$ cat config.mk
export PLATFORM = sky130hd
export DESIGN_NAME = aucohl_fifo_tx
export DESIGN_NICKNAME = d
export VERILOG_FILES = /design/src/rtl/aucohl_fifo_tx.sv
export SDC_FILE = /design/constraint.sdc
export NUM_CORES = 1
export LEC_CHECK = 0
export CAP_MARGIN = 20
export CORE_MARGIN = 3
export CORE_UTILIZATION = 60
export DETAILED_ROUTE_END_ITERATION = 8
export HOLD_SLACK_MARGIN = 0.08
export PLACE_DENSITY_LB_ADDON = 0.12
export SLEW_MARGIN = 10
export SYNTH_ARGS = -nofsm -noshare
export SYNTH_HDL_FRONTEND = slang
export SYNTH_SLANG_ARGS = --single-unit
$ cat constraint.sdc
create_clock -name clk -period 7.15 [get_ports clk]
set_input_delay 1.43 -clock clk [delete_from_list [all_inputs] [get_ports clk]]
set_output_delay 1.43 -clock clk [all_outputs]
set_load 0.01 [all_outputs]
$ cat src/rtl/aucohl_fifo_tx.sv
// aucohl_fifo_tx: drains a FWFT FIFO into LSB-first start/data/[parity]/stop frames, one pop per frame, tx low the cycle after the pop.
// Bit period latched from clk_div at each pop; waits in IDLE while the FIFO is empty or en=0; AUCOHL_FIFO_TX_PARITY_EN adds an even-parity bit.
module aucohl_fifo_tx #(
  parameter int DW = 8,
  parameter int W  = 16
) (
  input  logic          clk,
  input  logic          rst_n,
  input  logic          en,
  input  logic [W-1:0]  clk_div,
  input  logic          fifo_empty,
  input  logic [DW-1:0] fifo_rdata,
  output logic          fifo_rd,
  output logic          tx,
  output logic          busy
);

  localparam int CW = $clog2(DW + 1);
  localparam logic [W-1:0]  ONE_W    = W'(1);
  localparam logic [CW-1:0] ONE_C    = CW'(1);
  localparam logic [CW-1:0] LAST_BIT = CW'(DW - 1);

`ifdef AUCOHL_FIFO_TX_PARITY_EN
  typedef enum logic [2:0] {IDLE, START, DATA, PARITY, STOP} state_t;
`else
  typedef enum logic [2:0] {IDLE, START, DATA, STOP} state_t;
`endif

  state_t        state_q, state_d;
  logic [DW-1:0] shift_q, shift_d;
  logic [W-1:0]  per_q, per_d;
  logic [W-1:0]  tmr_q, tmr_d;
  logic [CW-1:0] cnt_q, cnt_d;
  logic          tx_q, tx_d;
  logic          busy_q, busy_d;
  logic          pop;
  logic          bit_end;
`ifdef AUCOHL_FIFO_TX_PARITY_EN
  logic          par_q, par_d;
`endif

  always_comb begin
    state_d = state_q;
    shift_d = shift_q;
    per_d   = per_q;
    tmr_d   = tmr_q;
    cnt_d   = cnt_q;
    tx_d    = 1'b1;
    busy_d  = 1'b0;
    pop     = 1'b0;
    bit_end = (tmr_q == '0);
`ifdef AUCOHL_FIFO_TX_PARITY_EN
    par_d   = par_q;
`endif

    case (state_q)
      IDLE: begin
        if (en && !fifo_empty) begin
          pop     = 1'b1;
          shift_d = fifo_rdata;
          per_d   = (clk_div == '0) ? ONE_W : clk_div;
          tmr_d   = per_d - ONE_W;
          cnt_d   = '0;
          state_d = START;
`ifdef AUCOHL_FIFO_TX_PARITY_EN
          par_d   = ^fifo_rdata;
`endif
        end
      end
      START: begin
        if (bit_end) state_d = DATA;
      end
      DATA: begin
        if (bit_end) begin
          shift_d = shift_q >> 1;
          cnt_d   = cnt_q + ONE_C;
          if (cnt_q == LAST_BIT) begin
`ifdef AUCOHL_FIFO_TX_PARITY_EN
            state_d = PARITY;
`else
            state_d = STOP;
`endif
          end
        end
      end
`ifdef AUCOHL_FIFO_TX_PARITY_EN
      PARITY: begin
        if (bit_end) state_d = STOP;
      end
`endif
      STOP: begin
        if (bit_end) state_d = IDLE;
      end
      default: state_d = IDLE;
    endcase

    // every bit reloads P-1 so each one lasts exactly P cycles
    if (state_q != IDLE) begin
      tmr_d = bit_end ? (per_q - ONE_W) : (tmr_q - ONE_W);
    end

    // tx/busy are registered from the next state so they line up with it
    case (state_d)
      START:   tx_d = 1'b0;
      DATA:    tx_d = shift_d[0];
`ifdef AUCOHL_FIFO_TX_PARITY_EN
      PARITY:  tx_d = par_d;
`endif
      default: tx_d = 1'b1;
    endcase
    busy_d = (state_d != IDLE);
  end

  always_ff @(posedge clk or negedge rst_n) begin
    if (!rst_n) begin
      state_q <= IDLE;
      shift_q <= '0;
      per_q   <= '0;
      tmr_q   <= '0;
      cnt_q   <= '0;
      tx_q    <= 1'b1;
      busy_q  <= 1'b0;
`ifdef AUCOHL_FIFO_TX_PARITY_EN
      par_q   <= 1'b0;
`endif
    end else begin
      state_q <= state_d;
      shift_q <= shift_d;
      per_q   <= per_d;
      tmr_q   <= tmr_d;
      cnt_q   <= cnt_d;
      tx_q    <= tx_d;
      busy_q  <= busy_d;
`ifdef AUCOHL_FIFO_TX_PARITY_EN
      par_q   <= par_d;
`endif
    end
  end

  // the pop is combinational, so it must be held off explicitly during reset
  assign fifo_rd = pop & rst_n;
  assign tx      = tx_q;
  assign busy    = busy_q;

endmodule

======== Yosys cells after proc, flatten, opt, wreduce, memory -nomap -nowiden ========
Index checks and enable logic that the tools add are counted.
word-level totals
  register bits after elaboration ......... 49
  bits of input ports ..................... 28
  output and inout port bits .............. 3
  word-level logic and storage cells ...... 54
cells by class
  add/subtract/negate cells ............... 4
  eq/ne operators ......................... 8
  multiplexer cells ....................... 20
  bitwise logic cells ..................... 1
  reductions and logical operators ........ 13
operator list
  kind                                                                    number
  16-bit two-way mux                                                      5
  16-bit by 1-bit subtractor with 16-bit output (second input constant)   3
  16-bit zero test                                                        2
  8-bit two-way mux                                                       2
  8-bit case mux with 2 select lines                                      1
  3-bit two-way mux                                                       5
  3-bit case mux with 4 select lines                                      1
  3-bit by 2-bit equality test with 1-bit output (second input constant)  3
  4-bit two-way mux                                                       2
  4-bit case mux with 2 select lines                                      1
  3-bit by 1-bit equality test with 1-bit output (second input constant)  2
  2-bit nonzero test                                                      3
  3-bit nonzero test                                                      2
  4-bit by 1-bit adder with 4-bit output (second input constant)          1
  4-bit by 3-bit equality test with 1-bit output (second input constant)  1
  2-bit != test (second input constant)                                   2
  2-bit AND reduction                                                     2
  3-bit zero test                                                         1
  3-bit AND reduction                                                     1
  1-bit two-way mux                                                       2
  1-bit case mux with 2 select lines                                      1
  1-bit bitwise AND                                                       1
  1-bit logical AND                                                       1
  1-bit zero test                                                         1

======== Logic depth before layout (Yosys ltp) ========
Gate-level depths: netlist of the first run.
  depth after elaboration ................. 6
  gate-level depth with buffers ........... 12
  depth with buffers taken out ............ 11

======== Least setup slack after synthesis of the first run ========
OpenSTA, ideal clock, no wires.
  kind .................................... in2out
  start ................................... input port en
  end ..................................... output port fifo_rd
  arrival ................................. 1,847 ps
  data required time ...................... 5,720 ps
  path slack .............................. 3,873 ps
  stages on the path ...................... 2
  path buffers ............................ 0
  cells stage by stage .................... nor2b_1 and3_1
on the way
  cells in the longest elaborated chain, start to end .. 4
RTL lines
  element            line  text
  start, declared    9     input logic en,
  1-bit logical AND  58    if (en && !fifo_empty) begin
  1-bit two-way mux  58
  1-bit two-way mux  56    case (state_q)
  1-bit bitwise AND  141   assign fifo_rd = pop & rst_n;
  end, declared      13    output logic fifo_rd,
Every way passes these cells.

======== Worst setup path after layout of the first run ========
Same ends and word-level chain as after synthesis.

==> impl_metrics.csv, run 1 <==
group,metric,value,unit
timing,finalSetupViolCount,0,
critical_path,worstPathArrival,2830,ps
timing,post-route-period-util,59.6,%
global_route,grt_max_degree,51,
finish,utilization,75.8,%
critical_path,cp_max_fo,4,
timing,timing.fmax,0.235,GHz
cts,cts_setup_buffers,0,
synth,synth_seq_cells,49,
floorplanning,dieArea,5300,um2
cts,clockBufferDepth,2,
job,drv_cap,0,
placement,dp_slack,2890,ps
pwr,p_leak,0.00137,uW
global_route,grt_overflow_total,0,
synth,yosysTopAreaCell,"dfrtp_1",
timing,timing.hold.ws,482,ps
placement,place.gp.congestion,0.928,
synth,synthesis.area,2680,um2
cts,root_buffer,"clkbuf_8",
timing,setup_ws,2890,ps
timing,final-max-slew-violation-count,0,
timing,period_needed,4260,ps
drt,avgViaCountPerCell,6.25,
global_route,track_usage,26.0,%
critical_path,path_class,"input port to output pin",
cts,cts_tree,"done",
synth,netlist_instances,319,
synth,netlist.area_leader.share,44.9,%
worst_hold_path,hold_class,"register to register",
worst_hold_path,hp-start,"shift_q[1]",
finish,fillers,327,
synth,synth.distinct_cells,48,
finish,diodes,0,
cts,numCtsBuffers,5,
global_route,grt_pass1_wl,10.8,mm
floorplanning,initial_core_util,64.6,%
synth,yosys_warnings,0,
cts,clk_latency,300,ps
critical_path,cp-start-kind,"input port",
critical_path,r2r_start,"state_q[2]",
pwr,comb_power_share,24.3,%
timing,tns,0,ps
synth,synth_nets,349,
synth,synth_top_cells_by_count,"nand2_1 (91), dfrtp_1 (48), nor2_1 (28)",
synth,synthArstFlopShare,100,%
synth,synth.avg_cell_area,8.39,um2
cts,cts_htree_levels,2,
cts,cts.sinks,49,
synth,synth_most_common_cell,"nand2_1",
outcome,outcome,"finished, final reports clean",
global_route,antenna_found_initial,0,
floorplanning,die_w,72.8,um
pwr,pwr-share-seq,49.5,%
floorplanning,dieHeight,72.8,um
drt,via_count,2507,
drt,firstDrtPassIters,8,
cts,path_clk_slew,90,ps
drt,drtIter0Drc,236,
placement,portBuffers,30,
pwr,power_density,241,nW/um2
synth,synth_edf_count,0,
critical_path,endpoint_kind,"output pin",
drt,route.detailed.drc,0,
timing,rsz0062_at_grt,"false",
pwr,internal_power,516,uW
critical_path,startpoint,"en",
pwr,vdd_drop_max,0.126,mV
critical_path,r2r_cells,9,
finish,multi_input_area,1400,um2
cts,ctsHoldBuffers,0,
finish,fin_nets,380,
timing,fin_skew,7.75,ps
synth,synthFlopType,"dfrtp_1",
pwr,clockPowerShare,26.1,%
timing,tightestPinTransition,759,ps
finish,drive_gt1_share,6.55,%
placement,hpwl,4.43,mm
floorplanning,rows,23,
finish,ff_latch_area,1230,um2
placement,dp.cells,393,
floorplanning,io_pins,31,
cts,cts_resized,0,
finish,fin_cells,401,
critical_path,reg2reg_to,"tmr_q[12]",
critical_path,r2r_slack,4000,ps
drt,antenna_left,0,
timing,hold_viol,0,
global_route,grt_pass1_vias,2348,
critical_path,cp.required,5720,ps
synth,synthTopCellsByArea,"dfrtp_1 (45%), nand2_1 (13%), nor2_1 (3.9%), o21ai_0 (3.9%), a21oi_1 (2.8%)",
drt,wl_per_cell,16.1,um
finish,areaGrowthSynthToFinish,17.5,%
synth,seq_area_frac_synth,45.9,%
timing,relSlewSlack,49.4,%
pwr,swShare,32.1,%
critical_path,worstSetupEndpoint,"fifo_rd",
floorplanning,fp.coreArea,4140,um2
drt,totalWireLength,6.47,mm
pwr,p_sw,243,uW
-- cell usage in the layout (no fill, tap or decap), types with 7 or more instances in the layout --
| master | count |
|---|---|
| xor2_1 | 7 |
| a21oi_1 | 15 |
| nor3_1 | 10 |
| nor4_1 | 7 |
| o21ai_0 | 21 |
| a22oi_1 | 7 |
| nor2_1 | 27 |
| clkdlybuf4s50_1 | 29 |
| nand2_1 | 91 |
| dfrtp_1 | 48 |
| o21ai_1 | 8 |
-- worst min-delay path by stage --
stage,endpoint,depth (start not counted)
after floorplan,per_q[10],2
after global placement,shift_q[1],2
after detailed placement,shift_q[0],1
after CTS,per_q[11],2
after global routing,shift_q[1],2
final,shift_q[1],2
-- power groups by stage --
stage	clock network (uW)	logic (uW)	registers, uW
floorplan	0	128	367
global route	206	210	383
global placement	0	175	377
detailed placement	0	182	379
finish	198	185	376
CTS	198	184	374
-- area by class of cell --
| cell class | count | share of cell area [%] |
|---|---|---|
| Clock buffer | 6 | 2.31 |
| Clock inverter | 2 | 1.23 |
| Inverter | 1 | 0.119 |
| Multi-Input combinational cell | 257 | 44.5 |
| Sequential cell | 49 | 39.1 |
| Tap cell | 50 | 1.99 |
| Timing Repair Buffer | 36 | 10.8 |
-- sequential cells by signal, summed over array words and instances, names as in the netlist --
register,flops
cnt_q,4
busy,1
per_q,16
state_q,3
shift_q,8
tmr_q,16
tx,1
-- routing by layer --
| metal | global-route usage, % | part of all wire, % | vias to the layer above |
|---|---|---|---|
| met5 | 0 | 0 | - |
| met4 | 6.76 | 1.5 | 0 |
| met3 | 4.68 | 7.3 | 13 |
| met2 | 41.0 | 46 | 101 |
| met1 | 37.3 | 45 | 1204 |
| li1 | - | - | 1189 |
-- critical path: stages --
cell	delay [ps]
clkdlybuf4s50_1	460
nor2b_1	220
and3_1	190
clkdlybuf4s50_1	530
-- cells by family after synthesis --
kind of cell | after synthesis | share of synthesized area, %
xor+xnor | 13 | 4.26
other cells | 1 | 0.140
compound gates | 73 | 17.0
flops | 49 | 45.9
buf+inv | 13 | 2.20
fa+ha+maj | 2 | 0.935
mux | 9 | 3.51
simple gates | 159 | 26.1
-- stage by stage --
| stage | area, um2 | total power (uW) |
|---|---|---|
| 5_1_grt | 3140 | 798 |
| 3_5_place_dp | 3030 | 562 |
| 4_1_cts | 3140 | 756 |
| 2_1_floorplan | 2680 | 495 |
| 6_report | 3140 | 759 |
| 3_3_place_gp | 3030 | 553 |
No activity file was read; power rests on OpenSTA's default activity.
==> run 2: changes to the inputs <==
Settings changed: CORE_UTILIZATION 60 to 50.
Clock period 7.15 ns to 3.8 ns, I/O delays scaled along.
==> run 2 against run 1 <==
Effect of this change:
- via count decreased by 2.0%
- die area increased by 18%
- global-route usage decreased by 2.5 points
- clock skew decreased by 2.9 ps
- cell area increased by 1.9%
- sequential power increased by 88%
- wire length increased by 4.3%
- critical endpoint unchanged
==> impl_metrics.csv, run 2 (synthesis gave the netlist of run 1 again) <==
group,metric,value,unit
pwr,power,1450,uW
cts,cts.sinks,49,
critical_path,path_class,"input port to output pin",
critical_path,worstPathArrival,2270,ps
global_route,grt_max_degree,50,
timing,tightestPinTransition,684,ps
cts,root_buffer,"clkbuf_8",
cts,ctsHoldBuffers,0,
global_route,antenna_found_initial,0,
finish,fin_nets,384,
worst_hold_path,hold_class,"register to register",
critical_path,endpoint_kind,"output pin",
critical_path,startpoint,"en",
timing,relSlewSlack,54.2,%
finish,drive_gt1_share,7.89,%
critical_path,reg2reg_to,"tmr_q[12]",
timing,fin_skew,4.84,ps
cts,cts_setup_buffers,0,
pwr,clockPowerShare,27.2,%
critical_path,cp-start-kind,"input port",
placement,portBuffers,30,
cts,cts_tree,"done",
global_route,grt_pass1_wl,11.4,mm
drt,wl_met3,366,um
placement,place_area,3080,um2
floorplanning,dieHeight,79.1,um
floorplanning,fp.coreArea,4940,um2
pwr,swShare,31.8,%
global_route,grt_overflow_total,0,
drt,antenna_left,0,
outcome,outcome,"finished, final reports clean",
finish,diodes,0,
finish,utilization,64.8,%
pwr,power_density,453,nW/um2
pwr,vdd_drop_max,0.268,mV
finish,areaGrowthSynthToFinish,19.7,%
drt,drtIter0Drc,199,
pwr,comb_power_share,24.1,%
drt,via_count,2456,
critical_path,crit_path_max_incr_delay,540,ps
drt,firstDrtPassIters,5,
pwr,pwr-share-seq,48.7,%
placement,place.gp.congestion,0.946,
drt,wl_per_cell,16.0,um
finish,design_area,3200,um2
timing,finalSetupViolCount,0,
pwr,internal_power,989,uW
floorplanning,rows,25,
cts,clk_latency,300,ps
finish,final_common_cell,"nand2_1",
drt,totalWireLength,6.75,mm
critical_path,r2r_start,"state_q[2]",
critical_path,cp_slowest_cell,"clkdlybuf4s50_1",
cts,cts_htree_levels,2,
timing,post-route-period-util,79.8,%
drt,wl_met2,2.98,mm
floorplanning,dieArea,6260,um2
floorplanning,die_w,79.1,um
timing,final-max-slew-violation-count,0,
finish,biggestRegsByFlops,"per_q x16, tmr_q x16, shift_q x8",
timing,period_needed,3030,ps
critical_path,r2r_slack,920,ps
global_route,grt_pass1_vias,2298,
drt,met1_length,3.32,mm
critical_path,crit_chain,"clkdlybuf4s50_1 > nor2b_1 > and3_1 > clkdlybuf4s50_1",
pwr,p_sw,462,uW
drt,avgViaCountPerCell,5.82,
critical_path,worstSetupEndpoint,"fifo_rd",
cts,numCtsBuffers,5,
floorplanning,initial_core_util,54.1,%
timing,rsz0062_at_grt,"false",
critical_path,worst_path_most_repeated_cell,"clkdlybuf4s50_1",
cts,path_clk_slew,90,ps
cts,clockBufferDepth,2,
cts,cts_resized,0,
job,drv_cap,0,
drt,route.detailed.drc,0,
critical_path,r2r_cells,10,
floorplanning,io_pins,31,
pwr,p_leak,0.00139,uW
drt,top_layer_used,"met4",
timing,hold_viol,0,
placement,hpwl,4.72,mm
critical_path,cp.required,3040,ps
timing,timing.fmax,0.330,GHz
critical_path,cp_max_fo,4,
timing,timing.hold.ws,482,ps
global_route,track_usage,23.6,%
finish,final_cell_mix,"nand2_1 (91), dfrtp_1 (48), clkdlybuf4s50_1 (29), nor2_1 (27), o21ai_0 (21)",
finish,fillers,461,
timing,tns,0,ps
## run 2: cell types whose count changed in the layout (fill, tap and decap cells not counted)
cell        delta
buf_4          +4
clkbuf_1       -1
clkbuf_8       +1
clkinv_4       -1
clkinvlp_4     +1
## run 2: worst min-delay path by stage
stage / end / cells after the start / slack, ps / startpoint
final: shift_q[2] / 2 / 480 / shift_q[2]
after global placement: shift_q[3] / 2 / 460 / shift_q[3]
after detailed placement: shift_q[4] / 2 / 460 / shift_q[4]
after global routing: shift_q[4] / 2 / 510 / shift_q[4]
after CTS: shift_q[4] / 2 / 490 / shift_q[4]
after floorplan: per_q[10] / 2 / 450 / per_q[10]
## run 2: worst max-delay path: cells and delay by family
kind                   cells  cell delay, ps
buffers and inverters      2            1010
AND/OR/NAND/NOR            2             510
## run 2: per-layer routing
metal  global-route usage [%]  up-vias
met5                        0        -
met4                     7.39        0
met3                     4.31        8
met2                     35.6       82
met1                     34.4     1175
li1                         -     1191
## run 2: final cells by class
cell class	count	area, um2	area share, %
Multi-Input combinational cell	257	1400	43.6
Sequential cell	49	1230	38.3
Timing Repair Buffer	40	370	11.6
Tap cell	67	83.8	2.62
Clock buffer	6	82.6	2.58
Clock inverter	2	37.5	1.17
Inverter	1	3.75	0.117
## run 2: power by group through the flow
stage	logic [uW]	registers, uW	clock network [uW]
finish	351	707	394
global route	399	724	426
CTS	351	705	403
detailed placement	348	715	0
global placement	340	712	0
floorplan	241	690	0
## run 2: stage by stage
stage	setup slack, ps	cells
4_1_cts	780	422
3_3_place_gp	584	414
2_1_floorplan	1040	319
6_report	768	422
5_1_grt	690	422
3_5_place_dp	507	414
==> run 3: changes to the inputs <==
Settings changed: CORE_UTILIZATION 50 to 56.
Clock period 3.8 ns to 3.1 ns, I/O delays scaled along.
==> run 3 against run 2 <==
Effect of this change:
- sequential share of layout area barely moved
- clock-buffer cell count unchanged
- core utilization grew 6.7 points
- first-iteration DRC count increased by 55%
- combinational power up 26%
- clock skew rose by 6.1 ps
- die area decreased by 9.9%
- critical path type is now register to output pin
- largest cell class unchanged
- highest routed layer unchanged
==> impl_metrics.csv, run 3 (synthesis gave the netlist of run 1 again) <==
group,metric,value,unit
cts,root_buffer,"clkbuf_8",
critical_path,startpoint,"state_q[2]",
drt,avgViaCountPerCell,6.11,
timing,timing.fmax,0.361,GHz
critical_path,cp-start-kind,"register",
cts,cts.sinks,49,
global_route,grt_overflow_total,0,
critical_path,endpoint_kind,"output pin",
finish,drive_gt1_share,9.39,%
timing,hold_viol,0,
cts,cts_resized,0,
outcome,outcome,"finished, final reports clean",
floorplanning,io_pins,31,
placement,place.gp.congestion,0.969,
drt,via_count,2530,
cts,cts_htree_levels,2,
critical_path,r2r_start,"tmr_q[13]",
cts,clockBufferDepth,2,
finish,multi_input_area,1400,um2
critical_path,worstPathArrival,2150,ps
timing,final-max-slew-violation-count,0,
timing,period_needed,2770,ps
critical_path,cp_max_fo,34,
timing,fin_skew,10.9,ps
global_route,track_usage,26.3,%
finish,areaGrowthSynthToFinish,19.6,%
global_route,grt_max_degree,50,
floorplanning,fp.coreArea,4470,um2
worst_hold_path,hold_class,"input port to async pin",
critical_path,reg2reg_to,"tmr_q[6]",
pwr,power_density,523,nW/um2
finish,final_common_cell,"nand2_1",
drt,drtIter0Drc,309,
finish,fin_nets,391,
pwr,vdd_drop_max,0.353,mV
critical_path,r2r_cells,10,
global_route,grt_pass1_vias,2271,
floorplanning,dieArea,5640,um2
finish,final_cell_mix,"nand2_1 (91), dfrtp_1 (48), clkdlybuf4s50_1 (29), nor2_1 (27), o21ai_0 (21)",
finish,biggestRegsByFlops,"per_q x16, tmr_q x16, shift_q x8",
cts,cts_tree,"done",
placement,portBuffers,30,
timing,relSlewSlack,54.5,%
cts,clk_latency,300,ps
floorplanning,rows,24,
timing,finalSetupViolCount,0,
finish,ff_latch_area,1230,um2
floorplanning,dieHeight,75.1,um
timing,post-route-period-util,89.5,%
cts,numCtsBuffers,5,
timing,tightestPinTransition,675,ps
floorplanning,die_w,75.1,um
pwr,p_leak,0.00141,uW
finish,diodes,0,
drt,wl_per_cell,16.5,um
timing,timing.hold.ws,478,ps
global_route,antenna_found_initial,0,
cts,path_clk_slew,90,ps
finish,fillers,387,
floorplanning,initial_core_util,59.8,%
drt,firstDrtPassIters,5,
pwr,power,1670,uW
job,drv_cap,0,
drt,route.detailed.drc,0,
critical_path,path_class,"register to output pin",
critical_path,r2r_slack,340,ps
global_route,grt_pass1_wl,11.2,mm
timing,tns,0,ps
drt,totalWireLength,6.84,mm
critical_path,cp.required,2480,ps
cts,cts_setup_buffers,0,
cts,ctsHoldBuffers,0,
drt,antenna_left,0,
placement,hpwl,4.82,mm
timing,rsz0062_at_grt,"false",
-- run 3: worst max path at each step --
| stage | cells after the start | to | slack (ps) |
|---|---|---|---|
| after detailed placement | 11 | tmr_q[12] | 40 |
| after global placement | 11 | tmr_q[12] | 130 |
| after floorplan | 12 | tmr_q[6] | 340 |
| final | 4 | fifo_rd | 330 |
| after global routing | 10 | tmr_q[6] | 200 |
| after CTS | 4 | fifo_rd | 350 |
-- run 3: report_power, final --
part / internal (uW) / switching (uW)
clock network: 157 / 207
registers: 761 / 106
logic: 197 / 247
total: 1110 / 559
-- run 3: layout make-up --
class                           instances  area share (%)
Multi-Input combinational cell        257            43.7
Sequential cell                        49            38.4
Timing Repair Buffer                   47            13.2
Clock buffer                            6            2.27
Tap cell                               52            2.03
Clock inverter                          2           0.313
Inverter                                1           0.117
-- run 3: metrics by stage --
step                cell area (um2)  utilization (%)  instances  setup WS, ps
finish                         3200             71.5        414           327
CTS                            3200             71.5        414           345
global placement               3120             69.7        406           131
detailed placement             3120             69.7        406          43.7
global route                   3200             71.5        414           203
floorplan                      2680                -        319           338
-- run 3: metal layers --
layer | global-route usage [%] | routed length (um) | up-vias
met5 | 0 | 0 | -
met4 | 8.70 | 91 | 0
met3 | 4.94 | 471 | 9
met2 | 39.1 | 3170 | 101
met1 | 38.8 | 3100 | 1220
li1 | - | - | 1200
-- run 3: critical path, stage by stage, from the launching register on --
cell and delay (ps):
dfrtp_1 480, nor3_4 240, buf_4 360, and3_1 220
clkdlybuf4s50_1 530
